File: src/rtl/clock_divider_bank.sv
// Multi-channel programmable clock divider.
// Each channel produces a 50%-duty divided clock with a tick strobe on every
// rising edge, runtime divisor updates applied at period boundaries, and
// glitch-free enable/disable (a started high phase always completes).
// Optional feature: define PHASE_SYNC_EN to add the i_sync input, which
// restarts every channel low on the same edge so they realign in phase.
module clock_divider_bank #(
   parameter int NUM_CH      = 4,
   parameter int CNT_W       = 16,
   parameter int DEFAULT_DIV = 5
) (
   input  logic                       clk,
   input  logic                       rst,
   input  logic [NUM_CH-1:0]          i_ch_en,
   input  logic                       i_wr_en,
   input  logic [$clog2(NUM_CH)-1:0]  i_wr_ch,
   input  logic [CNT_W-1:0]           i_wr_div,
`ifdef PHASE_SYNC_EN
   input  logic                       i_sync,
`endif
   output logic [NUM_CH-1:0]          o_clk_out,
   output logic [NUM_CH-1:0]          o_tick,
   output logic [NUM_CH-1:0]          o_pend,
   output logic                       o_wr_err
);

   localparam int              CH_W    = $clog2(NUM_CH);
   localparam logic [CNT_W-1:0] DIV_RST = CNT_W'(DEFAULT_DIV);

   logic [CNT_W-1:0]  r_cnt      [NUM_CH];
   logic [CNT_W-1:0]  r_div_act  [NUM_CH];
   logic [CNT_W-1:0]  r_div_pend [NUM_CH];
   logic [NUM_CH-1:0] r_clk_out;
   logic [NUM_CH-1:0] r_tick;
   logic [NUM_CH-1:0] r_pend;
   logic              r_wr_err;

   logic [NUM_CH-1:0] w_run;
   logic [NUM_CH-1:0] w_last;
   logic              w_wr_ok;
   logic              w_wr_bad;
   logic              w_sync;

   // The phase-sync request collapses to a constant 0 when the feature is absent,
   // so the channel logic below is identical in both builds.
`ifdef PHASE_SYNC_EN
   always_comb begin
      w_sync = i_sync;
   end
`else
   always_comb begin
      w_sync = 1'b0;
   end
`endif

   // A channel keeps running while enabled or while a high phase is still in
   // progress; w_last marks the final cycle of the current half period.
   always_comb begin
      w_run  = '0;
      w_last = '0;
      for (int ch = 0; ch < NUM_CH; ch++) begin
         w_run[ch]  = i_ch_en[ch] | r_clk_out[ch];
         w_last[ch] = (r_cnt[ch] == (r_div_act[ch] - 1'b1));
      end
   end

   // Writes are accepted only for an existing channel and a nonzero divisor;
   // anything else is flagged and otherwise ignored.
   always_comb begin
      w_wr_ok  = i_wr_en && (int'(i_wr_ch) < NUM_CH) && (i_wr_div != '0);
      w_wr_bad = i_wr_en && !w_wr_ok;
   end

   // Per-channel counters, divided clocks, tick strobes and divisor hand-over.
   // The write is evaluated last so a write coinciding with a boundary stays
   // pending while the boundary consumes the previously stored divisor.
   always_ff @(posedge clk or posedge rst) begin
      if (rst) begin
         r_clk_out <= '0;
         r_tick    <= '0;
         r_pend    <= '0;
         r_wr_err  <= 1'b0;
         for (int ch = 0; ch < NUM_CH; ch++) begin
            r_cnt[ch]      <= '0;
            r_div_act[ch]  <= DIV_RST;
            r_div_pend[ch] <= DIV_RST;
         end
      end else begin
         r_wr_err <= w_wr_bad;
         for (int ch = 0; ch < NUM_CH; ch++) begin
            if (w_sync || !w_run[ch]) begin
               r_cnt[ch]     <= '0;
               r_clk_out[ch] <= 1'b0;
               r_tick[ch]    <= 1'b0;
               if (r_pend[ch]) begin
                  r_div_act[ch] <= r_div_pend[ch];
                  r_pend[ch]    <= 1'b0;
               end
            end else if (w_last[ch]) begin
               r_cnt[ch]     <= '0;
               r_clk_out[ch] <= ~r_clk_out[ch];
               r_tick[ch]    <= ~r_clk_out[ch];
               if (r_clk_out[ch] && r_pend[ch]) begin
                  r_div_act[ch] <= r_div_pend[ch];
                  r_pend[ch]    <= 1'b0;
               end
            end else begin
               r_cnt[ch]  <= r_cnt[ch] + 1'b1;
               r_tick[ch] <= 1'b0;
            end
            if (w_wr_ok && (i_wr_ch == CH_W'(ch))) begin
               r_div_pend[ch] <= i_wr_div;
               r_pend[ch]     <= 1'b1;
            end
         end
      end
   end

   // All outputs come straight from registers.
   always_comb begin
      o_clk_out = r_clk_out;
      o_tick    = r_tick;
      o_pend    = r_pend;
      o_wr_err  = r_wr_err;
   end

endmodule
File: config.mk
export PLATFORM = sky130hd
export DESIGN_NAME = clock_divider_bank
export DESIGN_NICKNAME = d
export VERILOG_FILES = /design/src/rtl/clock_divider_bank.sv
export SDC_FILE = /design/constraint.sdc
export NUM_CORES = 1
export LEC_CHECK = 0
export BUFFER_PORTS_ARGS = -buffer_cell sky130_fd_sc_hd__buf_2
export CAP_MARGIN = 20
export CORE_MARGIN = 2
export CORE_UTILIZATION = 40
export DETAILED_ROUTE_END_ITERATION = 6
export HOLD_SLACK_MARGIN = 0.06
export SYNTH_ARGS = -nofsm -noshare
export SYNTH_HDL_FRONTEND = slang
export SYNTH_SLANG_ARGS = --single-unit
export TNS_END_PERCENT = 30
File: constraint.sdc
create_clock -name clk -period 11.85 [get_ports clk]
set_input_delay 0.5925 -clock clk [delete_from_list [all_inputs] [get_ports clk]]
set_output_delay 0.5925 -clock clk [all_outputs]
set_load 0.02 [all_outputs]
==> results of run 1 <==
-- stage by stage --
step                instance area, um2  std cells  worst slack [ns]  hold WS [ns]  utilization, %
finish                           11900       1340              7.78         0.232            46.0
global route                     11900       1340              7.52         0.321            46.0
CTS                              11900       1338              7.80         0.283            45.9
detailed placement               11000       1295              7.83         0.473            42.6
global placement                 11000       1295              7.90         0.474            42.6
floorplan                        10500        943              5.69         0.454               -
-- logic make-up after synthesis --
logic type | count (synthesis)
AOI/OAI and AO/OA | 89
xor gates and xnor gates | 126
adders and majority gates | 8
buffers and inverters | 52
DFF | 205
muxes | 133
and+or+nand+nor | 330
-- worst max-delay path: cells and delay by family, from the launching register on --
kind            cells  cell delay (ns)
compound gates      2             0.70
mux                 1             0.42
flops               1             0.39
buf+inv             1             0.08
xor+xnor            1             0.18
fa+ha+maj           1             0.20
simple gates        4             1.98
-- layout make-up --
class / count / area (um2)
multi-input combinational: 686 / 5120
inverter: 23 / 93.8
timing repair buffer: 48 / 278
sequential: 205 / 5150
tap: 335 / 419
clock inverter: 15 / 205
clock buffer: 28 / 647
fill: 2380 / 14000
-- synthesized netlist by cell type, drive strengths merged, types with 4 or more instances --
| library cell | n |
|---|---|
| and3 | 25 |
| dfstp | 16 |
| buf | 10 |
| nor2 | 110 |
| or4 | 9 |
| mux2 | 127 |
| mux2i | 6 |
| inv | 23 |
| o21ai | 23 |
| a21oi | 18 |
| or2 | 4 |
| xor2 | 61 |
| nor3 | 22 |
| nor4b | 7 |
| clkbuf | 19 |
| nand4 | 20 |
| or4b | 4 |
| or3 | 8 |
| xnor2 | 65 |
| nor3b | 7 |
| ha | 8 |
| a31oi | 6 |
| nand3 | 36 |
| nor4 | 19 |
| nor2b | 10 |
| nand2 | 31 |
| dfrtp | 189 |
-- power by group through the flow --
stage	logic, mW	registers, mW	clock network [mW]
floorplan	0.315	0.899	0
global placement	0.362	0.934	0
detailed placement	0.369	0.939	0
CTS	0.372	0.927	0.806
global route	0.416	0.944	0.840
finish	0.371	0.925	0.788
-- flip-flops by register name, indices dropped and copies added (netlist names) --
name / flops
o_wr_err: 1
r_div_act: 64
o_pend: 4
o_clk_out: 4
r_div_pend: 64
o_tick: 4
r_cnt: 64
-- path summary, 6_finish.rpt --
path	startpoint	end	cells after the start
min in group clk	i_wr_en	o_wr_err$_DFF_PP0_	3
hold / removal	rst	r_div_pend[3]$_DFFE_PP0P_	2
setup reg to reg	r_div_act[1]$_DFFE_PP0P_	r_div_act[11]$_DFFE_PP0P_	10
setup / recovery	r_div_act[1]$_DFFE_PP0P_	r_div_act[11]$_DFFE_PP0P_	10
hold reg to reg	r_div_pend[56]$_DFFE_PP0P_	r_div_act[56]$_DFFE_PP0P_	1
max in group asynchronous	rst	r_div_act[50]$_DFFE_PP1P_	4
-- per-layer routing --
layer / routed length [um] / vias to the layer above
met5: 8 / -
met4: 405 / 2
met3: 922 / 28
met2: 9480 / 153
met1: 11000 / 3486
li1: - / 3457
-- cells in the final DEF, fill, tap and decap left out, drive strengths merged, types with 23 or more instances in the layout --
cell type    n
and3        25
buf         48
clkbuf      28
dfrtp      189
inv         23
mux2       127
nand2       31
nand3       36
nor2       110
o21ai       23
xnor2       65
xor2        61
==> metrics.md, run 1 <==
| Metric | Value |
|---|---|
| Port bufs | `37` |
| First-pass GRT wire length | `36,600 um` |
| Vias in the first global route | `6,935` |
| Final worst-path cycle share | `34.4%` |
| Setup TNS | `0 ns` |
| Number of setup buffers added after CTS | `0` |
| Switching share of power | `27.5%` |
| Main combinational cell family by area after synthesis | `simple AND/OR/NAND/NOR gates` |
| Met2 GRT Util | `24.5%` |
| Initial antenna violation count | `1` |
| FP Rows | `59` |
| DRC viols | `0` |
| Clk pin slew, worst setup/hold paths | `0.06 ns` |
| Crit end category | `flip-flop` |
| Die area | `0.0276 mm2` |
| Met3 usage | `2.93%` |
| DR WL/cell | `16.3 um` |
| Grt total ovfl | `0` |
| Diodes inserted | `0` |
| EDFF count, synth | `0` |
| Vias | `7,126` |
| Clock sinks | `205` |
| Clock power share | `37.8%` |
| Clock latency on the worst-skew pair | `0.51 ns` |
| CP Class | `reg -> reg` |
| Lkg Pwr | `5.26 nW` |
| CTS Hold Bufs | `0` |
| Pwr per Cell Area | `175 mW/mm2` |
| Pint | `1.51 mW` |
| Final hold violation count | `0` |
| Critical path peak fanout | `16` |
| Max-cap violations | `0` |
| Share of the synthesized area in the top cell type | `45.0%` |
| Post-CTS sizing | `0` |
| Mapped Nets | `976` |
| Power Total | `2.08 mW` |
| Yosys top cell by area | `dfrtp_1` |
| Starting DRT DRC Count | `398` |
| Reg2reg setup slack | `7.78 ns` |
| Share of post-route cells with drive strength above 1 | `24.8%` |
| Post-synthesis simple-gate area fraction | `16.5%` |
| Root Buffer | `clkbuf_16` |
| Crit path DAT | `4.47 ns` |
| Rel. slew slack | `27.7%` |
| Tot GR Track Use | `16.0%` |
| Hold Crit Class | `in -> async` |
| VDD IR max | `0.106 mV` |
| Achievable Freq | `0.246 GHz` |
| Register area share after synthesis | `49.0%` |
| Htree depth | `1` |
| XOR/XNOR Fraction of Synth Area | `10.5%` |
| Psw | `0.574 mW` |
| Seq cells post-synth | `205` |
| Die Span Y | `166 um` |
| Hpwl dp | `14,700 um` |
| Nets | `1,021` |
| IO Count | `38` |
| CTS buffer count | `24` |
| Area contributors post-synth | `dfrtp_1, mux2_2, xnor2_1, xor2_1, dfstp_2` |
| Initial Util | `40.5%` |
| Startpoint types | `flip-flop` |
| Reg power frac | `44.4%` |
| Core Region | `0.0259 mm2` |
| Async SR Flop Fraction | `100%` |
| Area growth from synthesis to layout | `13.4%` |
| WP data required | `12.25 ns` |
| CP max stage cell | `and2_1` |
| Post-synthesis mux area share | `14.8%` |
| Synth Area in Compound Gates | `5.86%` |
| Die X | `166 um` |
| Pre-antenna DRT Iters | `7` |
| Adder-Cell Fraction of Synth Area | `0.953%` |
| Post-Syn Instances | `943` |
| Mapped Avg Cell Area | `11.1 um2` |
| Global route hottest layer | `met2` |
| Pins Over Slew Limit | `0` |
| Vias per inst | `5.32` |
| Combinational Power Share | `17.8%` |
| Status | `finished, final reports clean` |
| Crit path time final | `4.07 ns` |
| RD Place Congestion | `0.827` |
| CTS tree | `done` |
| Slew @ Worst Pin | `1.08 ns` |
| Largest net degree at the start of global routing | `122` |
| Yosys cell types | `71` |
| Global Route met1 Usage | `23.7%` |
| Crit-path max cell delay | `0.77 ns` |
| Post-DRT Antenna Nets | `0` |
| Longest Clk Path Bufs | `3` |
| RSZ-0062 raised after global routing | `false` |
| Ys Warns | `0` |
| Routed wire length | `21,800 um` |
| CP Cell Sequence | `inv_1 -> ha_1 -> or4b_1 -> or4_1 -> xor2_1 -> a222oi_1 -> nand4b_1 -> o41ai_2 -> and2_1 -> mux2_2` |
| Worst Skew | `0.0122 ns` |
| Setup violators final | `0` |
| Mapped cell area | `0.0105 mm2` |
| Main flop type after synthesis | `dfrtp_1` |
Note: power is estimated with default switching activity, not from simulation.
==> run 2: changes to the inputs <==
- clock period: 11.85 -> 4.1 ns (I/O delays scaled with it)
==> metrics.md, run 2 (synthesis gave the netlist of run 1 again) <==
| Metric | Value |
|---|---|
| Status | `finished, final reports clean (unchanged)` |
| Tot GR Track Use | `15.7% (was 16.0%)` |
| Max-cap violations | `0 (unchanged)` |
| Final hold violation count | `0 (unchanged)` |
| Commonest non-fill, non-tap cell in the layout | `dfrtp_1 (unchanged)` |
| Pins Over Slew Limit | `0 (unchanged)` |
| FP Rows | `59 (unchanged)` |
| Die X | `166 um (unchanged)` |
| Htree depth | `1 (unchanged)` |
| Min-Delay Startpoint | `i_wr_div[11]` |
| DR WL/cell | `16.1 um (was 16.3 um)` |
| Worst setup margin | `0.416 ns (was 7.78 ns)` |
| Biggest regs | `r_cnt x64, r_div_act x64, r_div_pend x64 (unchanged)` |
| Clk pin slew, worst setup/hold paths | `0.06 ns (about the same)` |
| Critical path peak fanout | `14 (was 16)` |
| Psw | `1.68 mW (was 0.574 mW)` |
| CP startpoint | `r_div_act[0]$_DFFE_PP1P_ (was r_div_act[1]$_DFFE_PP0P_)` |
| Lkg Pwr | `5.33 nW (was 5.26 nW)` |
| Clock latency on the worst-skew pair | `0.52 ns (was 0.51 ns)` |
| Initial Util | `40.5% (unchanged)` |
| Die area | `0.0276 mm2 (unchanged)` |
| Setup violators final | `0 (unchanged)` |
| Pre-antenna DRT Iters | `4 (was 7)` |
| WP data required | `4.50 ns (was 12.25 ns)` |
| Power Total | `6.08 mW (was 2.08 mW)` |
| RD Place Congestion | `0.811 (was 0.827)` |
| CTS tree | `done (unchanged)` |
| Hpwl dp | `14,700 um (about the same)` |
| Post-DRT Antenna Nets | `0 (unchanged)` |
| Initial antenna violation count | `1 (unchanged)` |
| Crit path time final | `3.68 ns (was 4.07 ns)` |
| Rel. slew slack | `35.5% (was 27.7%)` |
| DRC viols | `0 (unchanged)` |
| Clock sinks | `205 (unchanged)` |
| Crit path DAT | `4.08 ns (was 4.47 ns)` |
| Post-CTS sizing | `0 (unchanged)` |
| Reg power frac | `44.1% (was 44.4%)` |
| Core Region | `0.0259 mm2 (unchanged)` |
| IO Count | `38 (unchanged)` |
| Launching point of the worst reg2reg path | `r_div_act[0]$_DFFE_PP1P_ (was r_div_act[1]$_DFFE_PP0P_)` |
| Hold Crit Class | `in -> reg (was in -> async)` |
| Longest Clk Path Bufs | `3 (unchanged)` |
| Combinational Power Share | `17.7% (was 17.8%)` |
| Routed wire length | `21,800 um (about the same)` |
| Area growth from synthesis to layout | `15.0% (was 13.4%)` |
| Share of post-route cells with drive strength above 1 | `24.6% (was 24.8%)` |
| Grt total ovfl | `0 (unchanged)` |
| Nets | `1,036 (was 1,021)` |
| Startpoint types | `flip-flop (unchanged)` |
| Reg2reg setup slack | `0.42 ns (was 7.78 ns)` |
| First-pass GRT wire length | `36,100 um (was 36,600 um)` |
| Setup WS pre-CTS | `0.427 ns (was 7.83 ns)` |
| Vias in the first global route | `6,881 (was 6,935)` |
| Final worst-path cycle share | `89.8% (was 34.4%)` |
| Commonest cells after routing, fill and taps aside | `dfrtp_1, nor2_1, mux2_2 (unchanged)` |
| Slew @ Worst Pin | `0.966 ns (was 1.08 ns)` |
| Worst hold margin | `0.0733 ns (was 0.232 ns)` |
| RSZ-0062 raised after global routing | `false (unchanged)` |
| Starting DRT DRC Count | `355 (was 398)` |
| Vias per inst | `5.29 (was 5.32)` |
| Port bufs | `37 (unchanged)` |
| Clock power share | `38.2% (was 37.8%)` |
| Root Buffer | `clkbuf_16 (unchanged)` |
| Switching share of power | `27.6% (was 27.5%)` |
| Setup TNS | `0 ns (unchanged)` |
| Achievable Freq | `0.271 GHz (was 0.246 GHz)` |
| Final Core Density | `46.6% (was 46.0%)` |
| FILL cells | `2,394 (was 2,380)` |
| Crit end category | `flip-flop (unchanged)` |
| CP Class | `reg -> reg (unchanged)` |
| Pint | `4.41 mW (was 1.51 mW)` |
| VDD IR max | `0.391 mV (was 0.106 mV)` |
| Vias | `7,181 (was 7,126)` |
| Worst Skew | `0.00723 ns (was 0.0122 ns)` |
| Die Span Y | `166 um (unchanged)` |
| Largest net degree at the start of global routing | `157 (was 122)` |
| Pwr per Cell Area | `504 mW/mm2 (was 175 mW/mm2)` |
| CTS buffer count | `24 (unchanged)` |
==> run 2: timing repair <==
action                                 4_1_cts  5_1_grt
endpoints found under the hold margin      219        0
hold buffers                                13        0
buffers inserted                             0        0
==> run 2: per-stage QoR <==
stage / instance area (um2) / std cells
floorplan: 10500 / 943
global placement: 11100 / 1298
detailed placement: 11100 / 1299
CTS: 12100 / 1356
global route: 12100 / 1357
finish: 12100 / 1357
==> run 2: path summary, 6_finish.rpt <==
check	to	cells after the start
min	r_div_pend[43]$_DFFE_PP0P_	2
max in group asynchronous	r_cnt[62]$_DFF_PP0_	4
min in group asynchronous	r_cnt[28]$_DFF_PP0_	4
max	r_div_act[14]$_DFFE_PP0P_	11
min reg2reg	r_div_act[56]$_DFFE_PP0P_	1
max reg2reg	r_div_act[14]$_DFFE_PP0P_	11
==> run 2: final cells by class <==
cell class	instances	area [um2]	area share, %
Multi-Input combinational cell	686	5120	42.4
Inverter	23	90.1	0.745
Sequential cell	205	5150	42.6
Tap cell	335	419	3.47
Clock buffer	34	719	5.95
Timing Repair Buffer	63	425	3.52
Clock inverter	10	159	1.31
Antenna cell	1	2.50	0.0207
==> run 2: power groups by stage <==
stage | Clock (mW) | Combinational (mW) | Sequential (mW)
floorplan | 0 | 0.910 | 2.60
global placement | 0 | 1.05 | 2.70
detailed placement | 0 | 1.07 | 2.72
CTS | 2.38 | 1.09 | 2.68
global route | 2.46 | 1.20 | 2.73
finish | 2.32 | 1.08 | 2.68
==> run 2: worst max-delay path, stage by stage (launching register included) <==
cell and delay [ns]:
dfstp_2 0.39, inv_1 0.07, ha_1 0.19, or4b_1 0.51, or4_1 0.47, xor2_1 0.18
a222oi_1 0.21, nand4b_1 0.21, o41ai_2 0.49, and2_1 0.22, buf_4 0.26, mux2_2 0.36
==> run 2: routing by layer <==
layer | track usage [%] | vias to the layer above | share of wire, %
met5 | 0 | - | 0
met4 | 4.57 | 0 | 2.3
met3 | 2.41 | 34 | 4.1
met2 | 23.5 | 120 | 44
met1 | 23.6 | 3539 | 50
li1 | - | 3488 | -
